### src/rtl/id_hazard_forward_unit.sv
// ID-stage hazard detection and bypass selection: stalls the front end on
// producers whose result is not yet available and forwards MEM/WB results.
module id_hazard_forward_unit (
    input  logic        clk,
    input  logic        reset,
    input  logic [4:0]  i_id_rs,
    input  logic [4:0]  i_id_rt,
    input  logic        i_id_uses_rs,
    input  logic        i_id_uses_rt,
    input  logic        i_id_take_branch,
    input  logic        i_ex_reg_write,
    input  logic        i_ex_mem_read,
    input  logic [4:0]  i_ex_write_register,
    input  logic        i_mem_reg_write,
    input  logic        i_mem_mem_read,
    input  logic [4:0]  i_mem_write_register,
    input  logic [31:0] i_mem_alu_result,
    input  logic        i_wb_reg_write,
    input  logic [4:0]  i_wb_write_register,
    input  logic [31:0] i_wb_write_data,
    output logic [31:0] o_forwarded_value_a,
    output logic [31:0] o_forwarded_value_b,
    output logic        o_use_forwarded_a,
    output logic        o_use_forwarded_b,
    output logic        o_stall,
    output logic        o_bubble,
    output logic        o_flush_if,
    output logic [15:0] o_stall_count,
    output logic [15:0] o_flush_count
);

    typedef enum logic {RUN, STALL_LAST} state_t;

    state_t      state;
    logic        live_rs, live_rt;
    logic        ex_ok, mem_ok, wb_ok;
    logic        ex_hit_a, mem_hit_a, wb_hit_a;
    logic        ex_hit_b, mem_hit_b, wb_hit_b;
    logic [1:0]  len_a, len_b, need_len;

    always_comb begin
        live_rs = i_id_uses_rs && (i_id_rs != 5'd0);
        live_rt = i_id_uses_rt && (i_id_rt != 5'd0);
        ex_ok   = i_ex_reg_write  && (i_ex_write_register  != 5'd0);
        mem_ok  = i_mem_reg_write && (i_mem_write_register != 5'd0);
        wb_ok   = i_wb_reg_write  && (i_wb_write_register  != 5'd0);

        ex_hit_a  = live_rs && ex_ok  && (i_ex_write_register  == i_id_rs);
        mem_hit_a = live_rs && mem_ok && (i_mem_write_register == i_id_rs);
        wb_hit_a  = live_rs && wb_ok  && (i_wb_write_register  == i_id_rs);
        ex_hit_b  = live_rt && ex_ok  && (i_ex_write_register  == i_id_rt);
        mem_hit_b = live_rt && mem_ok && (i_mem_write_register == i_id_rt);
        wb_hit_b  = live_rt && wb_ok  && (i_wb_write_register  == i_id_rt);
    end

    // Stall length per source: the youngest matching producer decides.
    always_comb begin
        len_a = 2'd0;
        if (ex_hit_a)
            len_a = i_ex_mem_read ? 2'd2 : 2'd1;
        else if (mem_hit_a && i_mem_mem_read)
            len_a = 2'd1;

        len_b = 2'd0;
        if (ex_hit_b)
            len_b = i_ex_mem_read ? 2'd2 : 2'd1;
        else if (mem_hit_b && i_mem_mem_read)
            len_b = 2'd1;

        need_len = (len_a > len_b) ? len_a : len_b;
    end

    // An EX match hides older producers: their values would be stale.
    always_comb begin
        o_use_forwarded_a   = 1'b0;
        o_forwarded_value_a = 32'd0;
        if (!ex_hit_a && mem_hit_a) begin
            if (!i_mem_mem_read) begin
                o_use_forwarded_a   = 1'b1;
                o_forwarded_value_a = i_mem_alu_result;
            end
        end else if (!ex_hit_a && wb_hit_a) begin
            o_use_forwarded_a   = 1'b1;
            o_forwarded_value_a = i_wb_write_data;
        end

        o_use_forwarded_b   = 1'b0;
        o_forwarded_value_b = 32'd0;
        if (!ex_hit_b && mem_hit_b) begin
            if (!i_mem_mem_read) begin
                o_use_forwarded_b   = 1'b1;
                o_forwarded_value_b = i_mem_alu_result;
            end
        end else if (!ex_hit_b && wb_hit_b) begin
            o_use_forwarded_b   = 1'b1;
            o_forwarded_value_b = i_wb_write_data;
        end
    end

    always_comb begin
        o_stall    = (state == STALL_LAST) || (need_len != 2'd0);
        o_bubble   = o_stall;
        o_flush_if = i_id_take_branch && !o_stall;
    end

    always_ff @(posedge clk) begin
        if (reset) begin
            state         <= RUN;
            o_stall_count <= 16'd0;
            o_flush_count <= 16'd0;
        end else begin
            case (state)
                RUN:        state <= (need_len == 2'd2) ? STALL_LAST : RUN;
                STALL_LAST: state <= RUN;
                default:    state <= RUN;
            endcase
            if (o_stall && (o_stall_count != 16'hFFFF))
                o_stall_count <= o_stall_count + 16'd1;
            if (o_flush_if && (o_flush_count != 16'hFFFF))
                o_flush_count <= o_flush_count + 16'd1;
        end
    end

endmodule

### config.mk
export PLATFORM = sky130hd
export DESIGN_NAME = id_hazard_forward_unit
export DESIGN_NICKNAME = d
export VERILOG_FILES = /design/src/rtl/id_hazard_forward_unit.sv
export SDC_FILE = /design/constraint.sdc
export NUM_CORES = 1
export LEC_CHECK = 0
export CORE_ASPECT_RATIO = 0.5
export CORE_MARGIN = 3
export CORE_UTILIZATION = 37
export DETAILED_ROUTE_END_ITERATION = 16
export PLACE_DENSITY_LB_ADDON = 0.1
export SLEW_MARGIN = 20
export SYNTH_ARGS = -nofsm -noshare
export SYNTH_HDL_FRONTEND = slang
export SYNTH_SLANG_ARGS = --single-unit
### constraint.sdc
create_clock -name clk -period 5.7 [get_ports clk]
set_input_delay 0.855 -clock clk [delete_from_list [all_inputs] [get_ports clk]]
set_output_delay 0.855 -clock clk [all_outputs]
set_load 0.02 [all_outputs]
==> results of run 1 <==
[worst register-to-register path, delay by kind of cell (launching register included)]
kind / cells / cell delay (ns)
muxes: 1 / 0.30
and+or+nand+nor: 7 / 1.79
DFF: 1 / 0.40
[state kept, by name, summed over array words and instances (netlist names)]
| register | cells |
|---|---|
| o_stall_count | 16 |
| o_flush_count | 16 |
| state | 1 |
[repair_timing]
item / in CTS / in global routing
gates resized for setup: 0 / 1
hold buffers: 0 / 0
endpoints found under the setup margin: 0 / 1
[power groups by stage]
stage / registers (mW) / clock network (mW) / logic (mW)
floorplan: 0.243 / 0 / 0.0670
global placement: 0.241 / 0 / 0.180
detailed placement: 0.241 / 0 / 0.180
CTS: 0.236 / 0.257 / 0.182
global route: 0.236 / 0.269 / 0.196
finish: 0.236 / 0.252 / 0.183
[layer usage]
layer	track usage, %	up-vias
li1	-	1812
met1	33.4	1819
met2	39.9	117
met3	4.39	10
met4	5.08	0
met5	0	-
[metrics by stage]
step / hold WS [ns] / instances / worst slack, ns
after global placement: 0.478 / 658 / 0.322
after floorplan: 0.553 / 373 / 1.05
final: 0.484 / 666 / 0.400
after detailed placement: 0.472 / 658 / 0.286
after global routing: 0.527 / 666 / 0.102
after CTS: 0.490 / 666 / 0.269
[area by class of cell]
cell class | count | share of cell area (%)
clock buffer | 8 | 2.59
inverter | 10 | 0.713
multi-input combinational | 299 | 42.5
sequential | 33 | 12.5
tap | 108 | 2.57
timing repair buffer | 208 | 39.1
[synth_stat cells (2+ instances only)]
| cell | n |
|---|---|
| a21oi_1 | 8 |
| a32o_1 | 64 |
| and3_1 | 4 |
| buf_2 | 2 |
| clkbuf_1 | 26 |
| dfxtp_1 | 33 |
| ha_1 | 5 |
| inv_1 | 10 |
| nand2_1 | 20 |
| nand3_1 | 13 |
| nand3_2 | 2 |
| nand4_1 | 9 |
| nor2_1 | 33 |
| nor2b_1 | 3 |
| nor3_1 | 16 |
| nor3b_1 | 2 |
| nor4_1 | 8 |
| nor4_2 | 2 |
| nor4b_2 | 2 |
| o21a_1 | 2 |
| o21ai_0 | 9 |
| o21ai_2 | 3 |
| o22ai_1 | 2 |
| or2_2 | 2 |
| or3_1 | 10 |
| or4_1 | 6 |
| xnor2_1 | 32 |
| xor2_1 | 18 |
[path summary, 6_finish.rpt]
kind                                  startpoint                              to  slack, ns  cells after the start
hold / removal    o_stall_count[14]$_SDFFE_PP0P_  o_stall_count[14]$_SDFFE_PP0P_       0.48                      2
hold reg to reg   o_stall_count[14]$_SDFFE_PP0P_  o_stall_count[14]$_SDFFE_PP0P_       0.48                      2
setup / recovery                      i_id_rt[4]                      o_flush_if       0.40                     15
setup reg to reg   o_stall_count[3]$_SDFFE_PP0P_  o_stall_count[15]$_SDFFE_PP0P_       3.09                      8
[cell families (layout without fill, tap and decap cells)]
family	after synthesis	count (layout)	share of synthesized area, %
buf+inv	41	226	5.49
fa+ha+maj	5	5	2.05
simple gates	143	143	26.1
compound gates	97	97	28.8
mux	4	4	1.56
xor+xnor	50	50	14.3
flops	33	33	21.6
==> flow_summary.yaml, run 1 <==
synth:
  synth_top_area_share_pct: 21.6
  synthCells: 373
  ys_types: 55
  syn_nets: 477
  ys_top_cells_by_area: "dfxtp_1 (22%), a32o_1 (21%), xnor2_1 (9.2%)"
  yosysTopAreaCell: "dfxtp_1"
  synth_flop_cell: "dfxtp_1"
  yosysSeqAreaShare_pct: 21.6
  synth_edf_count: 0
  async_flop_share_pct: 0
  yosys_warnings: 0
  syn_avg_cell_area_um2: 8.18
  ys_ff_latch: 33
  syn-cell-area_um2: 3050
sta:
  setup_viol: 0
  min_period_ns: 5.30
  max_slew_margin_pct: 55.2
  fin_skew_ns: 0.00255
  slew_viol_final: 0
  finalCritPeriodShare_pct: 93.0
  tns_ns: 0
  timing.final.hold_violations: 0
  rsz0062_at_grt: "no"
  worstMarginPinSlew_ns: 0.671
  fmaxAchievable_ghz: 0.189
grt:
  antenna_found_initial: 0
  grt_usage_pct: 24.3
  grt_max_degree: 67
  grt_first_pass_wirelength_um: 19000
  grt_pass1_vias: 3462
  overflow: 0
clocking:
  clock_latency_ns: 0.27
  clock-sinks: 33
  clockBufferDepth: 2
  cts_buffers: 5
  clkSlewWorstSetupHoldPaths_ns: 0.05
  tritoncts: "built"
  post-cts-setup-buffers: 0
  root_buffer: "clkbuf_16"
  h-tree-depth: 2
worst_setup_path:
  start_kind: "input pin"
  path_max_fanout: 4
  worst_path_largest_cell_delay_ns: 0.60
  worstPathArrival_ns: 4.44
  cp.buffers_inverters: 3
  criticalPathCategory: "in2out"
  crit_path_end_kind: "output pin"
  cp.required_ns: 4.85
  crit_chain: "clkdlybuf4s50_1, xnor2_1, or3b_1, nor4_2, nor2_2, nand2_1, o21ai_0, ha_1, inv_1, o22ai_1, o41ai_1, o21ba_1, o211a_4, and2_4, clkdlybuf4s50_1"
  crit_path_top_delay_cell: "clkdlybuf4s50_1"
  critPathMostFrequentCell: "clkdlybuf4s50_1"
  cpLargestDelayFamily: "buffers and inverters"
layout:
  fin_util_pct: 68.8
  mostFrequentLayoutCells: "clkdlybuf4s50_1 (199), a32o_1 (64), dfxtp_1 (33)"
  syn_to_final_growth_pct: 72.5
  drive_gt1_share_pct: 6.63
  fin_nets: 661
  layout_commonest_cell: "clkdlybuf4s50_1"
  antenna_cells: 0
  layout.area.seq_um2: 661
  design_area_um2: 5270
  multi_input_area_um2: 2240
  fill_cells: 646
pwr:
  power.internal_mw: 0.496
  p_switching_mw: 0.175
  power_mw: 0.671
  share_comb_of_total_power_pct: 27.2
  p_per_area_nw_per_um2: 127
  p_clk_share_pct: 37.6
  max-vdd-ir-drop_uv: 148
  p_leak_nw: 1.71
  seq_power_share_pct: 35.2
  switching_share_pct: 26.1
placement:
  io_buffers: 199
  gp_congestion: 0.951
  dp_hpwl_um: 9170
  placed_area_um2: 5120
route:
  drt_iter0_drc: 242
  met3_length_um: 798
  first_pass_iters: 4
  dr_total_vias: 3758
  viasPerCell: 5.64
  drt-total-wl_um: 12100
  wl_per_cell_um: 18.1
  wl_met2_um: 5730
  antenna_left: 0
  drc: 0
  routed.top_layer: "met4"
  wl_met1_um: 5430
die:
  fp-row-count: 22
  start_util_pct: 39.9
  die_area_um2: 9440
  dieWidth_um: 134
  core_um2: 7650
  die_h_um: 70.2
  ioPinCount: 200
run_status:
  status: "finished, final reports clean"
min_path:
  hp-class: "reg2reg"
flow_run:
  drv_cap: 0
(Power assumes the default switching activity.)
==> inputs of run 2 (changes only) <==
- CORE_MARGIN: 3 -> default
==> run 2 against run 1 <==
Hold slack worse by 0.0025 ns. Fmax is 2.9% lower. First-iteration DRC count is 3.7% higher. Setup slack worse by 0.16 ns. Wire length is 3.4% lower. Non-clock buffer count is 1 lower. Critical path depth stayed put. Clock power is 9.1% higher. Sequential power hardly changed. Critical path type unchanged. Largest power group unchanged.
==> flow_summary.yaml, run 2 (synthesis results as in run 1) <==
route:
  viasPerCell: 5.64
  wl_per_cell_um: 17.5
  drc: 0
  first_pass_iters: 5
  antenna_left: 0
  dr_total_vias: 3755
  drt_iter0_drc: 251
  drt-total-wl_um: 11700
min_path:
  whs_path_depth: 2
  hp-class: "reg2reg"
  worstHoldEndpoint: "o_stall_count[14]$_SDFFE_PP0P_"
  hold_start: "o_stall_count[14]$_SDFFE_PP0P_"
die:
  ioPinCount: 200
  fp-row-count: 22
  die_area_um2: 8640
  core_um2: 7650
  die_h_um: 66.2
  start_util_pct: 39.9
  dieWidth_um: 130
layout:
  top_regs: "o_flush_count: 16 flops, o_stall_count: 16 flops, state: 1 flops"
  fill_cells: 674
  layout_commonest_cell: "clkdlybuf4s50_1"
  drive_gt1_share_pct: 6.82
  mostFrequentLayoutCells: "clkdlybuf4s50_1 (199), a32o_1 (64), dfxtp_1 (33)"
  fin_util_pct: 68.9
  fin_nets: 660
  syn_to_final_growth_pct: 72.8
pwr:
  p_per_area_nw_per_um2: 132
  p_clk_share_pct: 39.7
  power.internal_mw: 0.518
  max-vdd-ir-drop_uv: 178
  p_leak_nw: 1.72
  p_switching_mw: 0.177
  seq_power_share_pct: 34.1
  share_comb_of_total_power_pct: 26.3
  switching_share_pct: 25.4
worst_setup_path:
  r2r_cells: 8
  criticalPathCategory: "in2out"
  worstPathArrival_ns: 4.60
  critPathMostFrequentCell: "clkdlybuf4s50_1"
  cpLargestDelayFamily: "buffers and inverters"
  start_kind: "input pin"
  cp.buffers_inverters: 3
  rr_endpoint: "o_stall_count[15]$_SDFFE_PP0P_"
  crit_path_end_kind: "output pin"
  worst_path_largest_cell_delay_ns: 0.60
  crit_chain: "clkdlybuf4s50_1, xor2_1, or3b_1, nor4_1, nor2_2, nand2_1, o21ai_0, ha_1, inv_1, o22ai_1, o41ai_1, o21ba_1, o211a_4, and2_4, clkdlybuf4s50_1"
  r2r_slack_ns: 3.06
  crit_path_top_delay_cell: "clkdlybuf4s50_1"
  cp.required_ns: 4.85
  path_max_fanout: 5
  timing.rr.start: "o_stall_count[3]$_SDFFE_PP0P_"
grt:
  grt_pass1_vias: 3256
  overflow: 0
  grt_max_degree: 67
  grt_usage_pct: 25.3
  antenna_found_initial: 1
  grt_first_pass_wirelength_um: 17300
sta:
  max_slew_margin_pct: 46.5
  fin_ws_ns: 0.243
  fin_skew_ns: 0.00537
  rsz0062_at_grt: "no"
  setup_viol: 0
  worstMarginPinSlew_ns: 0.802
  finalCritPeriodShare_pct: 95.7
  slew_viol_final: 0
  tns_ns: 0
  timing.final.hold_violations: 0
  min_period_ns: 5.46
  fmaxAchievable_ghz: 0.183
clocking:
  root_buffer: "clkbuf_16"
  post-cts-setup-buffers: 0
  clockBufferDepth: 2
  cts_hold_buf: 0
  clock-sinks: 33
  clock_latency_ns: 0.27
  clkSlewWorstSetupHoldPaths_ns: 0.05
  ctsResizeCount: 0
  tritoncts: "built"
  cts_buffers: 5
  h-tree-depth: 2
placement:
  place_ws_ns: 0.250
  dp_hpwl_um: 8710
  gp_congestion: 0.898
  io_buffers: 199
flow_run:
  drv_cap: 0
run_status:
  status: "finished, final reports clean"
## run 2: cell count changes in the layout (fill, tap and decap cells not counted), sizes merged
cell	change
clkinv	+1
diode	+1
clkbuf	-1
buf	-1
## run 2: cell type report
class	instances	area (um^2)	share of cell area, %
Antenna cell	1	2.50	0.0474
Clock buffer	7	153	2.89
Clock inverter	1	5.00	0.0949
Inverter	10	37.5	0.712
Multi-Input combinational cell	299	2230	42.3
Sequential cell	33	661	12.5
Tap cell	108	135	2.56
Timing Repair Buffer	207	2050	38.9
## run 2: worst register-to-register path, stage by stage, from the launching register on
cell and delay [ns]:
dfxtp_1 0.40, and3_1 0.24, nand3_2 0.19, or3_1 0.46
or2_1 0.34, nand4_1 0.31, nor4_2 0.10, and2_1 0.18
mux2_1 0.30
## run 2: how the worst max path moves through the flow
stage                                 from         end  slack [ns]  cells after the start
floorplan           i_ex_write_register[3]     o_stall        1.05                     16
global placement                i_id_rt[0]  o_flush_if        0.33                     15
detailed placement              i_id_rt[0]  o_flush_if        0.25                     15
CTS                             i_id_rt[0]  o_flush_if        0.23                     15
global route                    i_id_rt[4]  o_flush_if        0.05                     15
finish                          i_id_rt[0]  o_flush_if        0.24                     15
## run 2: through the flow
step,std cells,total power [mW],instance area [um^2],hold WS [ns]
after floorplan,373,0.310,3050,0.553
after global placement,657,0.419,5110,0.471
after detailed placement,657,0.421,5110,0.482
after CTS,665,0.699,5270,0.490
after global routing,665,0.724,5270,0.539
final,666,0.694,5280,0.482
## run 2: layer usage
layer,global-route usage (%),vias to the layer above,wire length (um)
met5,0,-,0
met4,5.89,0,102
met3,3.48,8,724
met2,42.4,108,5480
met1,34.3,1820,5350
li1,-,1819,-
## run 2: power by group through the flow
stage | sequential [mW] | clock, mW | combinational (mW)
floorplan | 0.243 | 0 | 0.0670
global placement | 0.241 | 0 | 0.178
detailed placement | 0.241 | 0 | 0.179
CTS | 0.236 | 0.282 | 0.181
global route | 0.237 | 0.294 | 0.194
finish | 0.237 | 0.275 | 0.182
==> inputs of run 3 (changes only) <==
- CELL_PAD_IN_SITES_DETAIL_PLACEMENT: default -> 1
- CELL_PAD_IN_SITES_GLOBAL_PLACEMENT: default -> 2
- CORE_UTILIZATION: 37 -> 19
==> run 3 against run 2 <==
Global-route usage is 9.3 points lower. Clock power grew 16%. Critical path depth rose by 1. Non-clock buffer count rose by 4. Hold slack improved by 0.017 ns. Setup slack improved by 0.13 ns. Sequential cell count did not move. First-iteration DRC count is 34% lower. Critical path type unchanged.
==> flow_summary.yaml, run 3 (synthesis results as in run 1) <==
run_status:
  status: "finished, final reports clean"
worst_setup_path:
  crit_path_end_kind: "output pin"
  path_max_fanout: 4
  worstPathArrival_ns: 4.47
  critPathMostFrequentCell: "clkdlybuf4s50_1"
  crit_path_top_delay_cell: "clkdlybuf4s50_1"
  criticalPathCategory: "in2out"
  start_kind: "input pin"
  cp.required_ns: 4.85
  crit_chain: "clkdlybuf4s50_1, xnor2_1, or3b_1, nor4_1, buf_4, nor2_2, nand2_1, o21ai_0, ha_1, inv_1, o22ai_1, o41ai_1, o21ba_1, o211a_4, and2_4, clkdlybuf4s50_1"
  cpLargestDelayFamily: "buffers and inverters"
  cp.buffers_inverters: 4
  worst_path_largest_cell_delay_ns: 0.60
layout:
  final_cell_count_no_fill: 765
  fill_cells: 1819
  top_regs: "o_flush_count: 16 flops, o_stall_count: 16 flops, state: 1 flops"
  layout_commonest_cell: "clkdlybuf4s50_1"
  drive_gt1_share_pct: 7.66
  syn_to_final_growth_pct: 78.2
  fin_util_pct: 35.0
  antenna_cells: 0
  fin_nets: 664
  mostFrequentLayoutCells: "clkdlybuf4s50_1 (199), a32o_1 (64), dfxtp_1 (33)"
die:
  die_area_um2: 16600
  core_um2: 15500
  dieWidth_um: 181
  fp-row-count: 32
  start_util_pct: 19.7
  die_h_um: 91.6
  ioPinCount: 200
sta:
  timing.final.hold_violations: 0
  max_slew_margin_pct: 55.6
  worstMarginPinSlew_ns: 0.667
  tns_ns: 0
  whs_ns: 0.499
  finalCritPeriodShare_pct: 93.5
  fmaxAchievable_ghz: 0.188
  rsz0062_at_grt: "no"
  fin_skew_ns: 0.00803
  min_period_ns: 5.33
  slew_viol_final: 0
  setup_viol: 0
clocking:
  cts_buffers: 5
  root_buffer: "clkbuf_16"
  h-tree-depth: 2
  clockBufferDepth: 2
  tritoncts: "built"
  clkSlewWorstSetupHoldPaths_ns: 0.06
  post-cts-setup-buffers: 0
  ctsResizeCount: 0
  clock-sinks: 33
  clock_latency_ns: 0.28
  cts_hold_buf: 0
grt:
  grt_first_pass_wirelength_um: 21400
  grt_pass1_vias: 3765
  grt_usage_pct: 16.0
  grt_max_degree: 67
  overflow: 0
  antenna_found_initial: 1
route:
  wl_per_cell_um: 17.8
  drt-total-wl_um: 13600
  drc: 0
  first_pass_iters: 4
  drt_iter0_drc: 165
  viasPerCell: 5.00
  dr_total_vias: 3824
  antenna_left: 0
placement:
  io_buffers: 199
  dp.cells: 757
  gp_congestion: 0.771
  dp_hpwl_um: 10200
pwr:
  max-vdd-ir-drop_uv: 107
  p_per_area_nw_per_um2: 137
  p_leak_nw: 1.75
  power_mw: 0.743
flow_run:
  drv_cap: 0
min_path:
  hp-class: "reg2reg"
run 3: cell count changes in the layout (fill, tap and decap cells not counted), sizes merged:
cell,before,now
bufinv,0,1
inv,9,10
diode,1,0
clkbuf,7,6
buf,8,12
clkinvlp,0,1
clkinv,2,0
run 3: cell type report:
class / instances / area (um^2) / share of cell area (%)
clock buffer: 6 / 139 / 2.55
clock inverter: 2 / 37.5 / 0.690
multi-input combinational: 299 / 2230 / 41.0
timing repair buffer: 211 / 2080 / 38.3
inverter: 10 / 37.5 / 0.690
sequential: 33 / 661 / 12.1
tap: 204 / 255 / 4.69
run 3: per-stage QoR:
stage	setup WS [ns]	cell area, um^2
6_report	0.371	5440
5_1_grt	0.0988	5440
4_1_cts	0.334	5440
3_5_place_dp	0.343	5270
3_3_place_gp	0.383	5270
2_1_floorplan	1.05	3050
run 3: path summary, 6_finish.rpt:
path                                  start                             end  slack [ns]  cells after the start
max                              i_id_rt[4]                      o_flush_if        0.37                     16
min reg2reg  o_stall_count[14]$_SDFFE_PP0P_  o_stall_count[14]$_SDFFE_PP0P_        0.50                      2
max reg2reg   o_stall_count[3]$_SDFFE_PP0P_  o_stall_count[15]$_SDFFE_PP0P_        3.06                      8
min          o_stall_count[14]$_SDFFE_PP0P_  o_stall_count[14]$_SDFFE_PP0P_        0.50                      2
run 3: tightest hold or removal path, stage by stage (launching register included):
cell and delay (ns):
dfxtp_1 0.32, inv_1 0.07, a211oi_1 0.06
run 3: layer usage:
metal	routed length, um	global-route usage, %
met2	6190	26.5
met1	6550	22.1
met4	170	2.90
met5	13	0
met3	710	2.46
run 3: power by group:
group          switching [mW]  internal [mW]
registers             0.00308          0.233
logic                  0.0862          0.101
clock network           0.101          0.218
